### src/rtl/hilo_div_ctrl.sv
// hilo_div_ctrl: sequences the iterative unsigned divider for DIV/DIVU,
// applies the sign correction to its result, owns the HI/LO register pair
// and services MTHI/MTLO writes while the pipeline is not dividing.
module hilo_div_ctrl #(
  parameter int DIV_LAT = 1
) (
  input  logic        clock,
  input  logic        reset,
  input  logic        op_valid,
  input  logic        op_signed,
  input  logic [31:0] rs_val,
  input  logic [31:0] rt_val,
  input  logic        mthi,
  input  logic        mtlo,
  input  logic [31:0] wdata,
  output logic [31:0] hi,
  output logic [31:0] lo,
  output logic        stall,
  output logic        done,
  output logic        div_by_zero,
  output logic        div_start,
  output logic [31:0] div_dividend,
  output logic [31:0] div_divisor,
  input  logic [31:0] div_q,
  input  logic [31:0] div_r
);

  // Counter wide enough to hold DIV_LAT; never narrower than one bit.
  localparam int CW = (DIV_LAT < 2) ? 1 : $clog2(DIV_LAT + 1);
  localparam logic [CW-1:0] CNT_LOAD = CW'(DIV_LAT);
  localparam logic [CW-1:0] CNT_ONE  = CW'(1);

  localparam logic [1:0] S_IDLE  = 2'd0;
  localparam logic [1:0] S_ISSUE = 2'd1;
  localparam logic [1:0] S_WAIT  = 2'd2;
  localparam logic [1:0] S_FIX   = 2'd3;

  logic [1:0]    state_q, state_d;
  logic [CW-1:0] cnt_q, cnt_d;
  logic          neg_quo_q, neg_quo_d;
  logic          neg_rem_q, neg_rem_d;
  logic [31:0]   dividend_q, dividend_d;
  logic [31:0]   divisor_q, divisor_d;
  logic [31:0]   quo_cap_q, quo_cap_d;
  logic [31:0]   rem_cap_q, rem_cap_d;
  logic [31:0]   hi_q, hi_d;
  logic [31:0]   lo_q, lo_d;
  logic          done_q, done_d;
  logic          dbz_q, dbz_d;

  // Unsigned magnitude of an operand. For signed operands with bit 31 set
  // this is the two's complement negation; 0x80000000 maps to itself, which
  // is exactly the magnitude the unsigned divider needs.
  function automatic logic [31:0] magnitude(input logic [31:0] v, input logic sgn);
    if (sgn && v[31]) begin
      return (~v) + 32'd1;
    end
    return v;
  endfunction

  // Next-state logic: accept requests and MTHI/MTLO in IDLE, issue the start
  // strobe, count down the divider latency, then sign-correct and write HI/LO.
  always_comb begin
    state_d    = state_q;
    cnt_d      = cnt_q;
    neg_quo_d  = neg_quo_q;
    neg_rem_d  = neg_rem_q;
    dividend_d = dividend_q;
    divisor_d  = divisor_q;
    quo_cap_d  = quo_cap_q;
    rem_cap_d  = rem_cap_q;
    hi_d       = hi_q;
    lo_d       = lo_q;
    done_d     = 1'b0;
    dbz_d      = 1'b0;

    case (state_q)
      S_IDLE: begin
        if (mthi) begin
          hi_d = wdata;
        end
        if (mtlo) begin
          lo_d = wdata;
        end
        if (op_valid) begin
          if (rt_val == 32'd0) begin
            // Divide by zero finishes on the spot without touching the divider.
            hi_d   = rs_val;
            lo_d   = 32'hFFFF_FFFF;
            done_d = 1'b1;
            dbz_d  = 1'b1;
          end else begin
            neg_quo_d  = op_signed & (rs_val[31] ^ rt_val[31]);
            neg_rem_d  = op_signed & rs_val[31];
            dividend_d = magnitude(rs_val, op_signed);
            divisor_d  = magnitude(rt_val, op_signed);
            state_d    = S_ISSUE;
          end
        end
      end

      S_ISSUE: begin
        cnt_d   = CNT_LOAD;
        state_d = S_WAIT;
      end

      S_WAIT: begin
        if (cnt_q == CNT_ONE) begin
          // Divider outputs are valid in this cycle only; keep a private copy.
          quo_cap_d = div_q;
          rem_cap_d = div_r;
          cnt_d     = '0;
          state_d   = S_FIX;
        end else begin
          cnt_d = cnt_q - CNT_ONE;
        end
      end

      S_FIX: begin
        lo_d    = neg_quo_q ? (32'd0 - quo_cap_q) : quo_cap_q;
        hi_d    = neg_rem_q ? (32'd0 - rem_cap_q) : rem_cap_q;
        done_d  = 1'b1;
        state_d = S_IDLE;
      end

      default: begin
        state_d = S_IDLE;
      end
    endcase
  end

  // State register; reset discards anything in flight and clears HI/LO.
  always_ff @(posedge clock) begin
    if (reset) begin
      state_q    <= S_IDLE;
      cnt_q      <= '0;
      neg_quo_q  <= 1'b0;
      neg_rem_q  <= 1'b0;
      dividend_q <= 32'd0;
      divisor_q  <= 32'd0;
      quo_cap_q  <= 32'd0;
      rem_cap_q  <= 32'd0;
      hi_q       <= 32'd0;
      lo_q       <= 32'd0;
      done_q     <= 1'b0;
      dbz_q      <= 1'b0;
    end else begin
      state_q    <= state_d;
      cnt_q      <= cnt_d;
      neg_quo_q  <= neg_quo_d;
      neg_rem_q  <= neg_rem_d;
      dividend_q <= dividend_d;
      divisor_q  <= divisor_d;
      quo_cap_q  <= quo_cap_d;
      rem_cap_q  <= rem_cap_d;
      hi_q       <= hi_d;
      lo_q       <= lo_d;
      done_q     <= done_d;
      dbz_q      <= dbz_d;
    end
  end

  // The pipeline holds while dividing and in the cycle a request is offered.
  assign stall        = (state_q != S_IDLE) | op_valid;
  assign div_start    = (state_q == S_ISSUE);
  assign div_dividend = dividend_q;
  assign div_divisor  = divisor_q;
  assign hi           = hi_q;
  assign lo           = lo_q;
  assign done         = done_q;
  assign div_by_zero  = dbz_q;

endmodule

### config.mk
export PLATFORM = sky130hd
export DESIGN_NAME = hilo_div_ctrl
export DESIGN_NICKNAME = d
export VERILOG_FILES = /design/src/rtl/hilo_div_ctrl.sv
export SDC_FILE = /design/constraint.sdc
export NUM_CORES = 1
export LEC_CHECK = 0
export ABC_AREA = 0
export CAP_MARGIN = 20
export CORE_MARGIN = 2
export CORE_UTILIZATION = 49
export DETAILED_ROUTE_END_ITERATION = 6
export GPL_ROUTABILITY_DRIVEN = 0
export PLACE_DENSITY = 0.92
export SETUP_SLACK_MARGIN = 0.3
export SLEW_MARGIN = 10
export SYNTH_ARGS = -nofsm -noshare
export SYNTH_HDL_FRONTEND = slang
export SYNTH_SLANG_ARGS = --single-unit
export TNS_END_PERCENT = 20
### constraint.sdc
create_clock -name clock -period 2.8 [get_ports clock]
set_input_delay 0.28 -clock clock [delete_from_list [all_inputs] [get_ports clock]]
set_output_delay 0.28 -clock clock [all_outputs]
set_load 0.02 [all_outputs]
Word-level counts from Yosys, hierarchy flattened
Index checks and enable logic that the tools add are counted.
- flip-flop bits (word level): 199
- word-level logic and storage cells: 73
- output and inout bits: 132
- eq/ne operators: 6
- add/subtract/negate cells: 5
- muxes and demuxes: 31
- reduce and logical (&&, ||, !) cells: 11
- bitwise logic cells: 8
- operators with widths (kind ; number):
    $mux W32 ; 12
    $pmux W32 S2 ; 2
    $add A32 B1 Y32 const B ; 2
    $not A32 Y32 ; 2
    $sub A1 B32 Y32 const A ; 2
    $logic_not A32 Y1 ; 1
    $mux W1 ; 11
    $pmux W2 S4 ; 1
    $mux W2 ; 3
    $ne A2 B2 Y1 const B ; 3
    $reduce_and A3 Y1 ; 2
    $reduce_bool A2 Y1 ; 3
    $eq A2 B2 Y1 const B ; 2
    $pmux W1 S2 ; 2
    $and A1 B1 Y1 ; 2
    $eq A2 B1 Y1 const B ; 1
    $logic_and A1 B1 Y1 ; 2
    $logic_not A2 Y1 ; 1
    $not A1 Y1 ; 2
    $reduce_and A2 Y1 ; 1
    $reduce_or A2 Y1 ; 1
    $or A1 B1 Y1 ; 1
    $sub A1 B1 Y1 const B ; 1
    $xor A1 B1 Y1 ; 1

Depth between registers and ports, before layout
Gate-level depths: netlist of run 1.
- depth after elaboration: 6
- mapped depth: 10

Least setup slack after synthesis of run 1
OpenSTA, ideal clock, no wires.
- path kind: input -> register
- start: in rt_val[0]
- end: reg hi_q[17], in the netlist hi[17]
- arrival time: 2031 ps
- buffers on the path: 1
- setup time: 122 ps
- cell stages on the path: 8
- data required time: 2678 ps
- setup slack: 647 ps
- cell sequence: inv_1 -> ha_1 -> or4b_1 -> nor2_1 -> nand4_4 -> buf_6 -> o211a_1 -> a221o_1
- word-level cells in the longest chain between the ends: 4
- RTL lines (what ; line ; text):
    start, declared ; 12 ; input logic [31:0] rt_val,
    $logic_not A32 Y1 ; 86 ; if (rt_val == 32'd0) begin
    $mux W32 ; 86 ;
    $mux W32 ; 85 ; if (op_valid) begin
    $pmux W32 S2 ; 77 ; case (state_q)
    end signal, assigned ; 156 ; hi_q <= hi_d;
    end, declared ; 46 ; logic [31:0] hi_q, hi_d;
No other way between the ends.
A chain may end at the register's enable or synchronous reset.

Worst setup path after layout of run 1
- start: reg rem_cap_q[13]
- end: reg hi_q[25], in the netlist hi[25]
- word-level cells in the longest chain between the ends: 3
- RTL lines (what ; line ; text):
    start, declared ; 45 ; logic [31:0] rem_cap_q, rem_cap_d;
    start signal, assigned ; 155 ; rem_cap_q <= rem_cap_d;
    $sub A1 B32 Y32 ; 121 ; hi_d = neg_rem_q ? (32'd0 - rem_cap_q) : rem_cap_q;
    $mux W32 ; 121 ;
    $pmux W32 S2 ; 77 ;
No other way between the ends.

==> results of run 1 <==
==> where the power goes <==
group / internal (mW) / switching, mW
clock network: 1.42 / 1.17
registers: 3.54 / 0.558
logic: 2.49 / 3.38
total: 7.46 / 5.11
==> routing by layer <==
metal / GRT usage (%) / vias to the layer above / part of all wire, %
met5: 0 / - / 0
met4: 15.0 / 0 / 5.3
met3: 8.73 / 121 / 10
met2: 51.1 / 690 / 46
met1: 37.8 / 5490 / 38
li1: - / 5434 / -
==> repair_timing <==
item | in CTS | in global routing
setup endpoints to repair | 0 | 64
gates resized for setup | 0 | 5
hold buffers | 0 | 0
==> synth_stat cells, drive strengths merged, types with 4 or more instances <==
cell type	n
a211oi	39
a21boi	14
a21o	9
a21oi	144
a221o	9
a221oi	16
a22oi	8
a31oi	7
and2	4
buf	22
clkbuf	76
dfxtp	199
ha	8
inv	16
mux2	8
mux2i	45
nand2	230
nand2b	8
nand3	18
nand4	8
nor2	80
nor2b	4
nor3	19
nor4	18
o211a	4
o211ai	14
o21ai	111
o31ai	28
o41ai	25
or2	5
or3	8
or4	13
xnor2	48
xor2	71
==> cell usage in the layout, fill, tap and decap left out, types with 5 or more instances in the layout <==
master,netlist,layout
nand4_1,5,5
o31ai_1,26,26
a211oi_1,39,39
nor2_1,80,78
o21ai_1,9,9
ha_1,8,8
clkdlybuf4s50_1,0,294
a21oi_1,143,143
nand2b_1,8,8
or3_1,8,8
o211ai_1,14,14
xor2_1,71,71
a31oi_1,7,6
or4_1,12,12
o21ai_0,102,102
a22oi_1,8,8
nand3_1,18,18
a221o_1,9,9
clkbuf_16,0,17
a221oi_1,15,15
a21boi_0,12,12
nor4_1,16,14
buf_4,0,42
mux2i_1,45,45
a21o_1,9,9
dfxtp_1,199,199
inv_1,16,16
nor3_1,18,18
mux2_2,8,8
nand2_1,229,228
xnor2_1,48,48
o41ai_1,24,24
==> sequential cells by signal (all words and copies together), names as in the netlist <==
signal / flops
div_dividend: 32
rem_cap_q: 32
done: 1
quo_cap_q: 32
state_q: 2
neg_rem_q: 1
hi: 32
div_divisor: 32
cnt_q: 1
div_by_zero: 1
neg_quo_q: 1
lo: 32
==> cell type report <==
class                           count  area (sq um)  share of cell area (%)
Multi-Input combinational cell   1050          6500                    43.8
Clock inverter                     13           171                    1.15
Tap cell                          280           350                    2.36
Inverter                           17          63.8                   0.430
Sequential cell                   199          3980                    26.8
Timing Repair Buffer              342          3350                    22.6
Clock buffer                       19           433                    2.92
==> worst max-delay path, delay by kind of cell, from the launching register on <==
family | cells | cell delay [ps]
AOI/OAI and AO/OA | 2 | 390
DFF | 1 | 360
xor gates and xnor gates | 1 | 310
and+or+nand+nor | 3 | 1290
==> logic make-up (layout without fill, tap and decap cells) <==
kind of cell    count (synthesis)  count (layout)
xor+xnor                      119             119
buf+inv                       115             391
flops                         199             199
compound gates                440             440
mux                            53              53
simple gates                  430             430
fa+ha+maj                       8               8
==> path summary, 6_finish.rpt <==
path | cells past startpoint | slack (ps) | startpoint | endpoint
max | 6 | 310 | rem_cap_q[13] | hi[25]
min reg2reg | 2 | 450 | neg_quo_q | neg_quo_q
max reg2reg | 6 | 310 | rem_cap_q[13] | hi[25]
min | 2 | 280 | reset | quo_cap_q[31]
==> run_results.csv, run 1 <==
group,metric,value,unit
route,dr_total_vias,11735,
logic_synthesis,synthMuxAreaShare,4.95,%
layout,fin_nets,1801,
clock_tree,cts_setup_buffers,0,
clock_tree,h-tree-depth,4,
worst_setup_path,slowest_stage,"or4_1",
power,power,12.6,mW
logic_synthesis,synth-edff-count,0,
sta,setup_ws,312,ps
placed_design,post-dp-hpwl,28700,um
clock_tree,cts_tree,"yes",
power,power_density,846,mW/mm^2
worst_setup_path,worstSetupPathType,"reg2reg",
sta,hold_violations,0,
die,die-area,0.0235,sq mm
logic_synthesis,synth-xor-area-share,9.55,%
logic_synthesis,synthArstFlopShare,0,%
sta,whs,284,ps
worst_setup_path,critPathCaptureType,"flip-flop",
sta,min_period,2490,ps
layout,final_util,68.0,%
clock_tree,clock_path_buffers,2,
sta,fmax,402,MHz
worst_setup_path,worstPathMaxFanout,8,
die,start_util,50.0,%
power,p_leak,5.70,nW
route,drc,0,
power,ir_drop,582,uV
clock_tree,clock-root-buffer,"clkbuf_16",
logic_synthesis,syn_area_per_cell,8.00,sq um
route,firstDrtPassIters,6,
logic_synthesis,synth_top_family_by_area,"compound AO/OA/AOI/OAI gates",
route,wl_per_cell,20.1,um
layout,n_antenna_cell,0,
layout,fill_cells,1633,
logic_synthesis,synth-simple-area-share,18.2,%
worst_setup_path,worstPathArrival,2790,ps
worst_setup_path,critPathLaunchType,"flip-flop",
sta,max_slew_margin,33.2,%
logic_synthesis,synth_top_area_share,36.5,%
layout,final_area,0.0148,sq mm
sta,tightest_slew,1000,ps
sta,setup_violations,0,
worst_setup_path,required,3100,ps
die,die_h,153,um
global_route,grt_max_degree,83,
die,rows,54,
min_path,min_path_type,"in2reg",
placed_design,placed_cell_area,0.0142,sq mm
logic_synthesis,synth_seq_cells,199,
placed_design,port_buffers,297,
route,via_per_inst,6.11,
layout,instances_no_fill,1920,
worst_setup_path,crit_chain,"or4_1 > nand3b_4 > or2_1 > o21ai_0 > xor2_1 > a221oi_1",
clock_tree,numCtsBuffers,17,
sta,skew,9.30,ps
clock_tree,clk_latency,450,ps
global_route,grt_pass1_wl,58400,um
logic_synthesis,ys_warn_count,0,
sta,slew_viol_final,0,
placed_design,placedCellCount,1888,
route,first_iter_violations,1075,
global_route,grt_util_all_layers,31.2,%
global_route,grt_pass1_vias,11005,
logic_synthesis,synth_compound_area_share,25.5,%
route,postRouteAntennaNets,0,
sta,fin_setup_tns,0,ps
flow_run,maxCapViolations,0,
layout,syn2layout_area_growth,36.0,%
outcome,status,"finished, final reports clean",
global_route,grt-ovfl-total,0,
logic_synthesis,synthesis.nets,1538,
placed_design,pre_cts_ws,-74.2,ps
logic_synthesis,synth_top_area_cell,"dfxtp_1",
clock_tree,clock_sinks,199,
die,core-area,0.0218,sq mm
logic_synthesis,synth.distinct_cells,67,
sta,min_period_over_period,88.9,%
worst_setup_path,critPathMaxStageDelay,720,ps
die,die_x,153,um
sta,rsz0062_at_grt,"yes",
logic_synthesis,syn_area,0.0109,sq mm
logic_synthesis,synth-adder-area-share,0.917,%
clock_tree,clkSlewWorstSetupHoldPaths,70,ps
logic_synthesis,ys_seq_area_share,36.5,%
logic_synthesis,yosys_most_used_dff,"dfxtp_1",
logic_synthesis,synth_area_leaders,"dfxtp_1 (37%), nand2_1 (7.9%), a21oi_1 (6.6%)",
global_route,antenna_found_initial,0,
route,routed_wl,38500,um
die,ioPinCount,298,
layout,drive_above_1_share,7.01,%
logic_synthesis,synth_cells,1364,
(Power assumes the default switching activity.)
==> run 2: changes to the inputs <==
--- a/config.mk
+++ b/config.mk
@@ -8,10 +8,12 @@
 export ABC_AREA = 0
 export CAP_MARGIN = 20
 export CORE_MARGIN = 2
-export CORE_UTILIZATION = 49
+export CORE_UTILIZATION = 55
 export DETAILED_ROUTE_END_ITERATION = 6
+export DONT_BUFFER_PORTS = 1
 export GPL_ROUTABILITY_DRIVEN = 0
-export PLACE_DENSITY = 0.92
+export MAX_ROUTING_LAYER = met4
+export PLACE_DENSITY = 0.81
 export SETUP_SLACK_MARGIN = 0.3
 export SLEW_MARGIN = 10
 export SYNTH_ARGS = -nofsm -noshare
==> run 2 against run 1 <==
Effect of this change: design area down 16%; first-iteration DRC count down 17%; critical path depth unchanged; utilization down 3.9 points; fmax up 2.7%; non-clock buffer count down 239; via count down 9.5%; largest cell class unchanged; highest routed layer unchanged.
==> run_results.csv, run 2 (synthesized netlist as in run 1, its figures left out) <==
group,metric,value,unit
clock_tree,clkSlewWorstSetupHoldPaths,70,ps
placed_design,port_buffers,0,
global_route,grt_pass1_wl,54000,um
layout,layout.cells.most_common_list,"nand2_1 (228), dfxtp_1 (199), a21oi_1 (143), o21ai_0 (102), nor2_1 (79)",
sta,min_period,2420,ps
route,dr_total_vias,10625,
die,die_x,145,um
route,via_per_inst,6.38,
route,first_iter_violations,888,
clock_tree,clk_latency,450,ps
clock_tree,cts_tree,"yes",
route,drc,0,
die,ioPinCount,298,
clock_tree,cts_setup_buffers,0,
global_route,grt_util_all_layers,34.7,%
sta,slew_viol_final,0,
die,rows,51,
worst_setup_path,worstSetupPathType,"reg2reg",
die,start_util,56.1,%
worst_setup_path,cp.buffers_inverters,0,
die,die_h,145,um
sta,rsz0062_at_grt,"yes",
clock_tree,clock_sinks,199,
clock_tree,numCtsBuffers,17,
layout,mostFrequentLayoutCell,"nand2_1",
outcome,status,"finished, final reports clean",
placed_design,post-dp-hpwl,25800,um
layout,fill_cells,1634,
flow_run,maxCapViolations,0,
sta,fmax,413,MHz
clock_tree,h-tree-depth,4,
sta,max_slew_margin,29.5,%
route,routed_wl,36300,um
sta,skew,12.4,ps
global_route,grt_pass1_vias,9618,
global_route,grt-ovfl-total,0,
global_route,grt_max_degree,108,
worst_setup_path,crit_chain,"or4_1 > nand3b_4 > or2_1 > o31ai_2 > xor2_1 > a221oi_1",
route,postRouteAntennaNets,0,
placed_design,placed_cell_area,0.0111,sq mm
power,power_density,887,mW/mm^2
layout,multiInputGateArea,0.00649,sq mm
power,ir_drop,494,uV
worst_setup_path,slowest_stage,"or4_1",
sta,min_period_over_period,86.5,%
worst_setup_path,required,3090,ps
layout,drive_above_1_share,6.71,%
layout,seqCellArea,0.00398,sq mm
layout,fin_nets,1562,
layout,final_area,0.0125,sq mm
layout,syn2layout_area_growth,14.3,%
worst_setup_path,critPathTopFamily,"simple AND/OR/NAND/NOR gates",
worst_setup_path,critPathLaunchType,"flip-flop",
route,wl_per_cell,21.8,um
clock_tree,clock_path_buffers,2,
die,die-area,0.0210,sq mm
sta,setup_ws,378,ps
placed_design,pre_cts_ws,377,ps
sta,setup_violations,0,
sta,fin_setup_tns,0,ps
worst_setup_path,critPathMaxStageDelay,730,ps
die,core-area,0.0195,sq mm
sta,hold_violations,0,
worst_setup_path,worstPathMaxFanout,8,
min_path,min_path_type,"in2reg",
worst_setup_path,worstPathArrival,2710,ps
power,p_leak,4.81,nW
route,firstDrtPassIters,5,
global_route,antenna_found_initial,0,
layout,n_antenna_cell,0,
layout,final_util,64.1,%
sta,tightest_slew,1050,ps
clock_tree,clock-root-buffer,"clkbuf_16",
worst_setup_path,critPathCaptureType,"flip-flop",
run 2: layer usage:
metal  share of wire, %  track usage [%]  vias up
met3                 11             12.4      152
met1                 37             39.1     4938
li1                   -                -     4959
met5                  0                -        -
met4                5.6             16.0        0
met2                 46             55.5      576
run 2: per-stage QoR:
| stage | std cells | hold slack [ps] | power (mW) |
|---|---|---|---|
| floorplan | 1364 | 416 | 7.34 |
| global placement | 1561 | 356 | 8.19 |
| detailed placement | 1561 | 360 | 8.30 |
| CTS | 1665 | 2.83 | 11.0 |
| global route | 1665 | 0.239 | 11.7 |
| finish | 1665 | 9.62 | 11.1 |
run 2: timing repair:
action,in CTS,in global routing
endpoints found under the hold margin,109,0
endpoints found under the setup margin,1,6
hold buffers,73,0
gates resized for setup,1,1
run 2: final cells by class:
class / count / area share, %
sequential: 199 / 31.9
tap: 265 / 2.66
clock buffer: 20 / 3.50
multi-input combinational: 1050 / 52.0
timing repair buffer: 103 / 8.00
clock inverter: 11 / 1.37
inverter: 17 / 0.512
run 2: power breakdown:
group	switching, mW	internal, mW
clock	1.11	1.50
sequential	1.47	3.55
combinational	2.10	1.34
run 2: path summary, 6_finish.rpt:
path	from	endpoint	slack, ps	depth (start not counted)
max	rem_cap_q[13]	hi[19]	380	6
min	rs_val[0]	hi[0]	10	2
max reg2reg	rem_cap_q[13]	hi[19]	380	6
min reg2reg	rem_cap_q[27]	rem_cap_q[27]	490	2
==> run 3: changes to the inputs <==
==> constraint.sdc (replaced) <==
create_clock -name clock -period 2.8 [get_ports clock]
set_input_delay 0.56 -clock clock [delete_from_list [all_inputs] [get_ports clock]]
set_output_delay 0.56 -clock clock [all_outputs]
set_load 0.02 [all_outputs]
==> run 3 against run 2 <==
Effect of this change: count of clock-buffer cells in the layout is 1 lower; routed wire length decreased by 4.7%; setup slack got worse by 8.8 ps; die area is the same; fmax decreased by 0.36%; design area down 6.2%; sequential power about the same; critical endpoint is now hi[21]; largest cell class unchanged; highest routed layer unchanged.
==> run_results.csv, run 3 (synthesized netlist as in run 1, its figures left out) <==
group,metric,value,unit
placed_design,placed_cell_area,0.0111,sq mm
worst_setup_path,worstPathMaxFanout,8,
worst_setup_path,required,3110,ps
route,routed_wl,34600,um
die,die_h,145,um
min_path,hp-start,"reset",
worst_setup_path,r2r-start,"rem_cap_q[13]",
die,core-area,0.0195,sq mm
sta,fmax,411,MHz
die,die-area,0.0210,sq mm
layout,fin_nets,1486,
flow_run,maxCapViolations,0,
worst_setup_path,reg2reg_to,"hi[21]",
worst_setup_path,worstPathArrival,2740,ps
route,first_iter_violations,871,
power,intPower,6.16,mW
layout,syn2layout_area_growth,7.22,%
sta,whs,197,ps
layout,fill_cells,1710,
layout,mostFrequentLayoutCell,"nand2_1",
clock_tree,clock_path_buffers,2,
power,ir_drop,527,uV
clock_tree,numCtsBuffers,17,
power,power_density,923,mW/mm^2
sta,skew,9.21,ps
worst_setup_path,critPathCaptureType,"flip-flop",
sta,fin_setup_tns,0,ps
sta,min_period_over_period,86.8,%
worst_setup_path,ff2ff_setup_slack,370,ps
worst_setup_path,crit_chain,"or4_1 > nand3b_4 > or2_1 > o21ai_0 > xor2_1 > a221oi_1",
layout,n_antenna_cell,0,
route,wl_per_cell,21.8,um
sta,setup_violations,0,
worst_setup_path,critPathLaunchType,"flip-flop",
min_path,hold-path-endpoint,"quo_cap_q[18]",
worst_setup_path,slowest_stage,"or4_1",
global_route,grt_pass1_wl,51200,um
sta,tightest_slew,850,ps
sta,hold_violations,0,
layout,final_area,0.0117,sq mm
sta,max_slew_margin,43.3,%
clock_tree,clock-root-buffer,"clkbuf_16",
sta,slew_viol_final,0,
die,rows,51,
layout,layout.cells.most_common_list,"nand2_1 (228), dfxtp_1 (199), a21oi_1 (143), o21ai_0 (102), nor2_1 (79)",
worst_setup_path,critPathTopFamily,"simple AND/OR/NAND/NOR gates",
power,p_leak,4.48,nW
clock_tree,h-tree-depth,4,
global_route,grt-ovfl-total,0,
worst_setup_path,worstRegToRegCells,6,
route,dr_total_vias,10189,
min_path,holdPathStages,1,
min_path,min_path_type,"in2reg",
placed_design,post-dp-hpwl,25600,um
power,pwr-share-comb,30.8,%
power,p_clk_share,22.7,%
clock_tree,cts_tree,"yes",
route,drc,0,
global_route,grt_max_degree,116,
clock_tree,clk_latency,440,ps
route,via_per_inst,6.42,
outcome,status,"finished, final reports clean",
placed_design,port_buffers,0,
power,switchingPower,4.64,mW
layout,drive_above_1_share,6.88,%
power,power.share.switching,43.0,%
die,ioPinCount,298,
die,die_x,145,um
global_route,antenna_found_initial,0,
route,postRouteAntennaNets,0,
route,firstDrtPassIters,5,
global_route,grt_util_all_layers,32.7,%
sta,min_period,2430,ps
worst_setup_path,critPathMaxStageDelay,710,ps
sta,rsz0062_at_grt,"yes",
clock_tree,clock_sinks,199,
clock_tree,clkSlewWorstSetupHoldPaths,70,ps
power,pwr-share-seq,46.5,%
worst_setup_path,worstSetupPathType,"reg2reg",
global_route,grt_pass1_vias,9265,
worst_setup_path,cp.buffers_inverters,0,
die,start_util,56.1,%
==> run 3: cell count changes in the layout (fill, tap and decap cells not counted) <==
cell | previous run | this run
clkinv_4 | 1 | 2
dlygate4sd3_1 | 72 | 0
bufinv_16 | 4 | 2
clkbuf_1 | 3 | 1
buf_16 | 1 | 0
buf_4 | 28 | 22
clkinv_2 | 2 | 3
buf_12 | 2 | 5
clkbuf_8 | 0 | 1
==> run 3: power by group through the flow <==
stage / Clock (mW) / Sequential, mW / Combinational (mW)
6_report: 2.46 / 5.02 / 3.33
5_1_grt: 2.58 / 5.10 / 3.69
4_1_cts: 2.46 / 5.01 / 3.29
3_5_place_dp: 0 / 5.07 / 3.25
3_3_place_gp: 0 / 5.05 / 3.14
2_1_floorplan: 0 / 4.74 / 2.60
==> run 3: through the flow <==
| stage | power (mW) | util, % | setup slack, ps | cells |
|---|---|---|---|---|
| 6_report | 10.8 | 60.1 | 369 | 1588 |
| 5_1_grt | 11.4 | 60.1 | 258 | 1588 |
| 4_1_cts | 10.8 | 60.1 | 413 | 1588 |
| 3_5_place_dp | 8.33 | 57.1 | 149 | 1558 |
| 3_3_place_gp | 8.19 | 57.1 | 227 | 1558 |
| 2_1_floorplan | 7.34 | - | 367 | 1364 |
==> run 3: worst max-delay path by stage <==
stage                        startpoint  endpoint  slack [ps]  depth (start not counted)
after detailed placement      rt_val[0]    lo[28]         150                          8
after floorplan               rt_val[0]    hi[17]         370                          8
after global placement        rt_val[0]    lo[28]         230                          8
after global routing         state_q[0]    hi[10]         260                          8
after CTS                 rem_cap_q[13]    hi[21]         410                          6
final                     rem_cap_q[13]    hi[21]         370                          6
==> run 3: routing by layer <==
| layer | GRT usage [%] | part of all wire [%] | vias up |
|---|---|---|---|
| met4 | 17.5 | 5.7 | 0 |
| met1 | 37.1 | 38 | 4731 |
| met2 | 50.0 | 44 | 522 |
| met5 | - | 0 | - |
| met3 | 12.4 | 12 | 131 |
| li1 | - | - | 4805 |
==> run 3: area by class of cell <==
| cell class | count | area (sq um) | area share, % |
|---|---|---|---|
| multi-input combinational | 1050 | 6490 | 55.5 |
| sequential | 199 | 3980 | 34.0 |
| clock buffer | 19 | 443 | 3.79 |
| tap | 265 | 332 | 2.83 |
| timing repair buffer | 27 | 265 | 2.27 |
| clock inverter | 11 | 125 | 1.07 |
| inverter | 17 | 63.8 | 0.545 |
==> run 3: repair_timing <==
item,in CTS,in global routing
resized for setup,0,2
setup endpoints to repair,0,19
hold endpoints to repair,0,0
buffers inserted,0,0
hold buffers,0,0
==> run 3: worst reg2reg max path, cell delays in order, from the launching register on <==
cell      delay, ps
dfxtp_1         370
or4_1           710
nand3b_4        230
or2_1           340
o21ai_0         220
xor2_1          310
a221oi_1        120
